==> config.mk <==
export PLATFORM = sky130hd
export DESIGN_NAME = audio_feature_extract_flat
export DESIGN_NICKNAME = d
export VERILOG_FILES = /design/src/rtl/audio_feature_extract_if.sv /design/src/rtl/audio_feature_extract.sv /design/src/flat_wrapper.sv
export SDC_FILE = /design/constraint.sdc
export NUM_CORES = 2
export LEC_CHECK = 0
export CAP_MARGIN = 20
export CORE_MARGIN = 2
export CORE_UTILIZATION = 35
export CTS_BUF_LIST = sky130_fd_sc_hd__clkbuf_8
export DETAILED_ROUTE_END_ITERATION = 6
export PLACE_DENSITY = 0.58
export SYNTH_ARGS = -nofsm -noshare
export SYNTH_HDL_FRONTEND = slang
export SYNTH_SLANG_ARGS = --single-unit
==> constraint.sdc <==
create_clock -name sys_clk -period 11.1 [get_ports sys_clk]
set_input_delay 2.775 -clock sys_clk [delete_from_list [all_inputs] [get_ports sys_clk]]
set_output_delay 2.775 -clock sys_clk [all_outputs]
set_load 0.005 [all_outputs]
==> src/rtl/audio_feature_extract_if.sv <==
// Stream bundle between the FFT front end, audio_feature_extract and the recognizer.
// master: FFT source / recognizer side. slave: the feature extractor.
interface audio_feature_extract_if;
  logic signed [15:0] fft_re;
  logic signed [15:0] fft_im;
  logic               fft_valid;
  logic               fft_last;
  logic signed [15:0] feature_out;
  logic               feature_out_en;
  logic               busy;
  logic               frame_err;

  modport master (
    output fft_re, fft_im, fft_valid, fft_last,
    input  feature_out, feature_out_en, busy, frame_err
  );

  modport slave (
    input  fft_re, fft_im, fft_valid, fft_last,
    output feature_out, feature_out_en, busy, frame_err
  );
endinterface

==> src/rtl/audio_feature_extract.sv <==
// audio_feature_extract: sums |re|+|im| over BAND_BINS-wide bands of each FFT frame,
// stores FRAME_NUM frames of band sums and then streams the whole feature vector
// frame-major. Build option: define AUDIO_FEAT_LOG_EN for a log2-style feature
// instead of the linear (band_sum >> 4, saturated) feature.
module audio_feature_extract #(
  parameter int FFT_LEN   = 256,
  parameter int BAND_NUM  = 16,
  parameter int BAND_BINS = 8,
  parameter int FRAME_NUM = 12
) (
  input  logic                    sys_clk,
  input  logic                    sys_rst_n,
  audio_feature_extract_if.slave  io
);

  localparam int DLEN      = BAND_NUM * FRAME_NUM;
  localparam int USED_BINS = BAND_NUM * BAND_BINS;
  localparam int BIN_W     = $clog2(FFT_LEN);
  localparam int SUB_W     = $clog2(BAND_BINS + 1);
  localparam int BAND_W    = $clog2(BAND_NUM + 1);
  localparam int FRM_W     = $clog2(FRAME_NUM + 1);
  localparam int ADDR_W    = $clog2(DLEN);
  localparam int CNT_W     = $clog2(DLEN + 1);

  localparam logic [BIN_W:0]    USED_CMP  = (BIN_W+1)'(USED_BINS);
  localparam logic [BIN_W-1:0]  BIN_LAST  = BIN_W'(FFT_LEN - 1);
  localparam logic [SUB_W-1:0]  SUB_LAST  = SUB_W'(BAND_BINS - 1);
  localparam logic [FRM_W-1:0]  FRM_LAST  = FRM_W'(FRAME_NUM - 1);
  localparam logic [CNT_W-1:0]  CNT_DONE  = CNT_W'(DLEN);
  localparam logic [CNT_W-1:0]  CNT_LAST  = CNT_W'(DLEN - 1);

  localparam logic [0:0] ST_ACC = 1'b0;
  localparam logic [0:0] ST_OUT = 1'b1;

  // |x| widened to 17 bits so that -32768 maps to 32768 without wrapping.
  function automatic logic [16:0] abs17(input logic signed [15:0] x);
    logic signed [16:0] xe;
    xe = {x[15], x};
    return x[15] ? unsigned'(-xe) : unsigned'(xe);
  endfunction

  // Linear feature: band_sum / 16 clamped to the positive signed range.
  function automatic logic signed [15:0] lin_feat(input logic [19:0] s);
    logic [15:0] sh;
    sh = s[19:4];
    return (sh > 16'd32767) ? 16'sd32767 : signed'(sh);
  endfunction

  // Log feature: MSB position in the upper bits, the next 10 bits below it as mantissa.
  function automatic logic signed [15:0] log_feat(input logic [19:0] s);
    logic [4:0]  p;
    logic [19:0] n;
    p = '0;
    for (int i = 0; i < 20; i++) begin
      if (s[i]) p = 5'(i);
    end
    n = s << (5'd19 - p);
    return (s == '0) ? 16'sd0 : signed'({1'b0, p, n[18:9]});
  endfunction

  function automatic logic signed [15:0] to_feature(input logic [19:0] s);
`ifdef AUDIO_FEAT_LOG_EN
    return log_feat(s);
`else
    return lin_feat(s);
`endif
  endfunction

  logic [0:0]         state_q, state_d;
  logic [FRM_W-1:0]   frame_q, frame_d;
  logic [BIN_W-1:0]   bin_q, bin_d;
  logic [SUB_W-1:0]   sub_q, sub_d;
  logic [BAND_W-1:0]  band_q, band_d;
  logic [19:0]        acc_q, acc_d;
  logic [CNT_W-1:0]   rd_cnt_q, rd_cnt_d;
  logic               in_en_q;
  logic               frame_err_q, frame_err_d;
  logic               rd_vld_p1_q, rd_vld_p1_d;
  logic               rd_last_p1_q, rd_last_p1_d;
  logic [19:0]        rd_data_p1_q;
  logic signed [15:0] feature_out_q, feature_out_d;
  logic               feature_out_en_q, feature_out_en_d;
  logic               out_last_p2_q, out_last_p2_d;

  logic [19:0]        mem [DLEN];
  logic               wr_en, rd_en;
  logic [ADDR_W-1:0]  wr_addr, rd_addr;
  logic [19:0]        wr_data, band_sum;
  logic [16:0]        mag;
  logic               beat, bin_used, bin_end;

  assign mag      = abs17(io.fft_re) + abs17(io.fft_im);
  assign beat     = in_en_q & io.fft_valid;
  assign bin_used = ({1'b0, bin_q} < USED_CMP);
  assign bin_end  = (bin_q == BIN_LAST);

  // Frame collection, framing checks and output sequencing.
  always_comb begin
    state_d      = state_q;
    frame_d      = frame_q;
    bin_d        = bin_q;
    sub_d        = sub_q;
    band_d       = band_q;
    acc_d        = acc_q;
    rd_cnt_d     = rd_cnt_q;
    frame_err_d  = 1'b0;
    wr_en        = 1'b0;
    rd_en        = 1'b0;
    rd_vld_p1_d  = 1'b0;
    rd_last_p1_d = 1'b0;
    band_sum     = ((sub_q == '0) ? 20'd0 : acc_q) + {3'd0, mag};
    wr_data      = band_sum;
    wr_addr      = ADDR_W'(frame_q) * ADDR_W'(BAND_NUM) + ADDR_W'(band_q);
    rd_addr      = ADDR_W'(rd_cnt_q);

    case (state_q)
      ST_ACC: begin
        if (beat) begin
          if (bin_used) begin
            acc_d = band_sum;
            if (sub_q == SUB_LAST) begin
              wr_en  = 1'b1;
              sub_d  = '0;
              band_d = band_q + BAND_W'(1);
            end else begin
              sub_d = sub_q + SUB_W'(1);
            end
          end
          if (io.fft_last && bin_end) begin
            bin_d  = '0;
            sub_d  = '0;
            band_d = '0;
            if (frame_q == FRM_LAST) begin
              frame_d = '0;
              state_d = ST_OUT;
            end else begin
              frame_d = frame_q + FRM_W'(1);
            end
          end else if (io.fft_last || bin_end) begin
            // Misframed input: restart the same frame slot from bin 0.
            frame_err_d = 1'b1;
            bin_d       = '0;
            sub_d       = '0;
            band_d      = '0;
          end else begin
            bin_d = bin_q + BIN_W'(1);
          end
        end
      end
      ST_OUT: begin
        if (beat && io.fft_last) frame_err_d = 1'b1;
        if (rd_cnt_q != CNT_DONE) begin
          rd_en        = 1'b1;
          rd_vld_p1_d  = 1'b1;
          rd_last_p1_d = (rd_cnt_q == CNT_LAST);
          rd_cnt_d     = rd_cnt_q + CNT_W'(1);
        end
        // Stay in OUT until the last feature is actually on the output.
        if (out_last_p2_q) begin
          state_d  = ST_ACC;
          rd_cnt_d = '0;
        end
      end
      default: state_d = ST_ACC;
    endcase

    // ---- stage p1 -> p2: RAM read data converted to a feature ----
    feature_out_d    = rd_vld_p1_q ? to_feature(rd_data_p1_q) : 16'sd0;
    feature_out_en_d = rd_vld_p1_q;
    out_last_p2_d    = rd_last_p1_q;
  end

  // Feature RAM: band-sum writes during ACC, registered reads during OUT (stage p0 -> p1).
  always_ff @(posedge sys_clk) begin
    if (wr_en) mem[wr_addr] <= wr_data;
    if (rd_en) rd_data_p1_q <= mem[rd_addr];
  end

  // Control and output registers; in_en_q delays input acceptance by one edge after reset release.
  always_ff @(posedge sys_clk or negedge sys_rst_n) begin
    if (!sys_rst_n) begin
      state_q          <= ST_ACC;
      frame_q          <= '0;
      bin_q            <= '0;
      sub_q            <= '0;
      band_q           <= '0;
      acc_q            <= '0;
      rd_cnt_q         <= '0;
      in_en_q          <= 1'b0;
      frame_err_q      <= 1'b0;
      rd_vld_p1_q      <= 1'b0;
      rd_last_p1_q     <= 1'b0;
      feature_out_q    <= '0;
      feature_out_en_q <= 1'b0;
      out_last_p2_q    <= 1'b0;
    end else begin
      state_q          <= state_d;
      frame_q          <= frame_d;
      bin_q            <= bin_d;
      sub_q            <= sub_d;
      band_q           <= band_d;
      acc_q            <= acc_d;
      rd_cnt_q         <= rd_cnt_d;
      in_en_q          <= 1'b1;
      frame_err_q      <= frame_err_d;
      rd_vld_p1_q      <= rd_vld_p1_d;
      rd_last_p1_q     <= rd_last_p1_d;
      feature_out_q    <= feature_out_d;
      feature_out_en_q <= feature_out_en_d;
      out_last_p2_q    <= out_last_p2_d;
    end
  end

  assign io.feature_out    = feature_out_q;
  assign io.feature_out_en = feature_out_en_q;
  assign io.busy           = (state_q == ST_OUT);
  assign io.frame_err      = frame_err_q;

endmodule
==> src/flat_wrapper.sv <==
// flat-port wrapper written by rule: the top's interface ports become plain ports
module audio_feature_extract_flat 
#(
  parameter int FFT_LEN   = 256,
  parameter int BAND_NUM  = 16,
  parameter int BAND_BINS = 8,
  parameter int FRAME_NUM = 12
)
  (sys_clk, sys_rst_n, io_fft_re, io_fft_im, io_fft_valid, io_fft_last, io_feature_out, io_feature_out_en, io_busy, io_frame_err);
  audio_feature_extract_if io_i ();
  input  logic sys_clk;
  input  logic sys_rst_n;
  input wire logic [$bits(io_i.fft_re)-1:0] io_fft_re;
  input wire logic [$bits(io_i.fft_im)-1:0] io_fft_im;
  input wire logic [$bits(io_i.fft_valid)-1:0] io_fft_valid;
  input wire logic [$bits(io_i.fft_last)-1:0] io_fft_last;
  output wire logic [$bits(io_i.feature_out)-1:0] io_feature_out;
  output wire logic [$bits(io_i.feature_out_en)-1:0] io_feature_out_en;
  output wire logic [$bits(io_i.busy)-1:0] io_busy;
  output wire logic [$bits(io_i.frame_err)-1:0] io_frame_err;
  assign io_i.fft_re = io_fft_re;
  assign io_i.fft_im = io_fft_im;
  assign io_i.fft_valid = io_fft_valid;
  assign io_i.fft_last = io_fft_last;
  assign io_feature_out = io_i.feature_out;
  assign io_feature_out_en = io_i.feature_out_en;
  assign io_busy = io_i.busy;
  assign io_frame_err = io_i.frame_err;
  audio_feature_extract #(.FFT_LEN(FFT_LEN), .BAND_NUM(BAND_NUM), .BAND_BINS(BAND_BINS), .FRAME_NUM(FRAME_NUM)) u_core (.sys_clk(sys_clk), .sys_rst_n(sys_rst_n), .io(io_i));
endmodule
==> flow_summary.ini <==
[clock_tree]
cts_setup_buffers = 0
cts_tree = done
cts_resized = 0
cts.clk_slew.worst_paths_ps = 70
cts.path.max_buffers = 4
holdBufCountCts = 0
clk_latency_ps = 1060
numCtsBuffers = 532
cts_num_sinks = 3160
cts_root_buffer = clkbuf_8
cts_max_level = 6

[setup_path]
cp.arrival_ps = 8710
endpoint_kind = flip-flop
cp_data_required_time_ps = 11750
critPathLaunchType = input pin
worstSetupPathType = in -> reg
cp_max_fo = 192
reg2reg_depth = 10

[timing]
setup_ws_ps = 3039
tightest_slew_ps = 1309
skew_ps = 94.60
period_needed_ps = 8061
hold_violations = 0
slew_headroom_pct = 12.73
clock.fmax_mhz = 124.1
finalCritPeriodShare_pct = 72.62
rsz0062_at_grt = false
finalSetupViolations = 0
drv_slew = 0

[placement]
place_area_um2 = 131600
gp_congestion = 0.8221
portBuffers = 54
placedCellCount = 10304
hpwl_mm = 182.3
place_ws_ps = 2096

[pwr]
p_per_area_nw_per_um2 = 178.8
peakVddDrop_mv = 0.3311
p_switching_uw = 5997
total_power_uw = 25270
p_int_uw = 19270
p_comb_share_pct = 6.2
p_leak_uw = 0.04638
pwr-share-clk_pct = 37.5
p_sw_share_pct = 23.73
p_seq_share_pct = 56.3

[flow_run]
maxCapViolCount = 0

[logic_synthesis]
yosys-top-cells-count = edfxtp_1 (3088), mux4_2 (867), nor2_1 (269)
async_reset_ff_share_pct = 2.278
synth_top_area_cell = edfxtp_1
yosys.area.top_type_share_pct = 74.99
avgSynthCellArea_um2 = 22.27
yosysWarnings = 0
synth_edf_count = 3088
synthCells = 5552
synth_cell_type_count = 68
synthesis.area_um2 = 123700
ys_ff_latch = 3160
synth_ff_type = edfxtp_1
ys_seq_area_share_pct = 76.45
synth_fp_nets = 5639
synth_area_leaders = edfxtp_1 (75%), mux4_2 (16%), dfrtp_1 (1.5%), mux2i_1 (1.4%), nor2_1 (0.82%)
synth_most_common_cell = edfxtp_1

[layout]
drive_gt1_share_pct = 30.66
final_nets = 6204
final_area_um2 = 141300
area_growth_pct = 14.26
fillers = 30906
multi_input_area_um2 = 28010
final_util_pct = 40.12
final-seq-area_um2 = 94550
stdcell_count = 11243

[global_routing]
grt_overflow = 0
grt_usage_pct = 17.79
grt_max_degree = 194
antenna_found_initial = 14
grt_pass1_wl_mm = 457.8
grt_pass1_vias = 61653

[die]
chipWidth_um = 598.4
ios = 55
row_count = 218
die_h_um = 598.4
die-area_um2 = 358100
start_util_pct = 35.12
coreArea_um2 = 352100

[routing]
drt_pass1_iterations = 5
ant_nets = 0
via_per_inst = 5.377
routedWlPerCell_um = 28.76
vias = 60449
drt-initial-drc-count = 6652
wirelength_mm = 323.4
drc = 0

[hold_path]
min_path_type = reg -> reg
hold_depth = 0

[outcome]
status = completed
-- cell type report --
| cell class | count | share of cell area (%) |
|---|---|---|
| Inverter | 26 | 0.07173 |
| Multi-Input combinational cell | 2064 | 19.82 |
| Sequential cell | 3160 | 66.92 |
| Antenna cell | 12 | 0.02125 |
| Clock buffer | 553 | 5.387 |
| Timing Repair Buffer | 333 | 2.236 |
| Clock inverter | 365 | 1.353 |
| Tap cell | 4730 | 4.189 |
-- critical path: stages --
cell and delay [ps]:
clkdlybuf4s50_1 490, or4_1 570, or4_1 550, nand2_1 110, xnor2_1 80, ha_1 360
or2_2 310, a21oi_1 150, a31o_2 150, o21bai_1 70, a21oi_1 180, xnor2_1 150
ha_1 330, and3_1 210, a221o_1 340, a21o_1 200, o31a_1 350, o21a_1 250
o21ai_4 180, buf_12 470
-- power by group through the flow --
stage                     clock, uW  sequential (uW)  combinational, uW
final                          9470            14200               1570
after detailed placement          0            14500               1620
after CTS                      9680            14200               1620
after global placement            0            14400               1510
after floorplan                   0            14800                703
after global routing          10200            14200               1730
-- cells in the final DEF, fill, tap and decap left out, types with 49 or more instances in the layout --
master	synthesis	routed
mux2i_1	167	167
o21ai_0	72	71
clkinv_1	3	106
mux4_2	867	867
dfrtp_1	72	67
nor2_1	269	131
inv_1	22	195
a21oi_1	81	80
edfxtp_1	3088	3088
clkdlybuf4s50_1	0	53
nor2_2	0	132
o22ai_1	53	53
buf_4	33	230
ha_1	49	49
clkbuf_8	0	553
nand2_1	88	88
-- sequential cells by signal (all words and copies together) (netlist names), 4 cells and up --
register / flops
u_core.rd_data_p1_q: 16
u_core.acc_q: 20
u_core.frame_q: 4
u_core.mem: 3072
u_core.io.feature_out: 16
u_core.band_q: 5
u_core.bin_q: 8
u_core.sub_q: 4
u_core.rd_addr: 8
-- metal layers --
metal  vias to the layer above  GRT usage, %  part of all wire [%]
met1                     32783         24.23                    41
li1                      24655             -                     -
met3                       511         3.603                   7.6
met2                      2500         28.60                    48
met5                         -             0                     0
met4                         0         5.888                   3.1
-- final timing paths --
kind                                      start                 endpoint  slack, ps
max                                io_fft_re[4]      u_core.mem[153][18]       3040
min                        u_core.out_last_p2_d     u_core.out_last_p2_q        360
max reg2reg                   u_core.rd_addr[1]  u_core.rd_data_p1_q[10]       5400
min reg2reg                u_core.out_last_p2_d     u_core.out_last_p2_q        360
max in group asynchronous             sys_rst_n        u_core.rd_addr[3]       8200
min in group asynchronous             sys_rst_n         u_core.acc_q[16]       1710
-- kinds of logic (layout without fill, tap and decap cells) --
kind of cell             Yosys count  in the layout  synth area share, %
adder cells (fa/ha/maj)           51             51               0.5282
other                              2             14             0.006073
XOR/XNOR                          62             62               0.4392
AO/OA/AOI/OAI                    372            372                1.974
buffers and inverters            328           1277                1.414
multiplexers                    1053           1053                17.32
flip-flops                      3160           3160                76.45
AND/OR/NAND/NOR                  524            524                1.874
-- stage by stage --
step | setup TNS [ps] | hold WS [ps]
5_1_grt | 0 | 368.1
3_5_place_dp | 0 | 338.0
2_1_floorplan | -1325340 | 331.2
3_3_place_gp | 0 | 344.0
6_report | 0 | 359.9
4_1_cts | 0 | 363.2
Power figures use the tool's default switching activity.
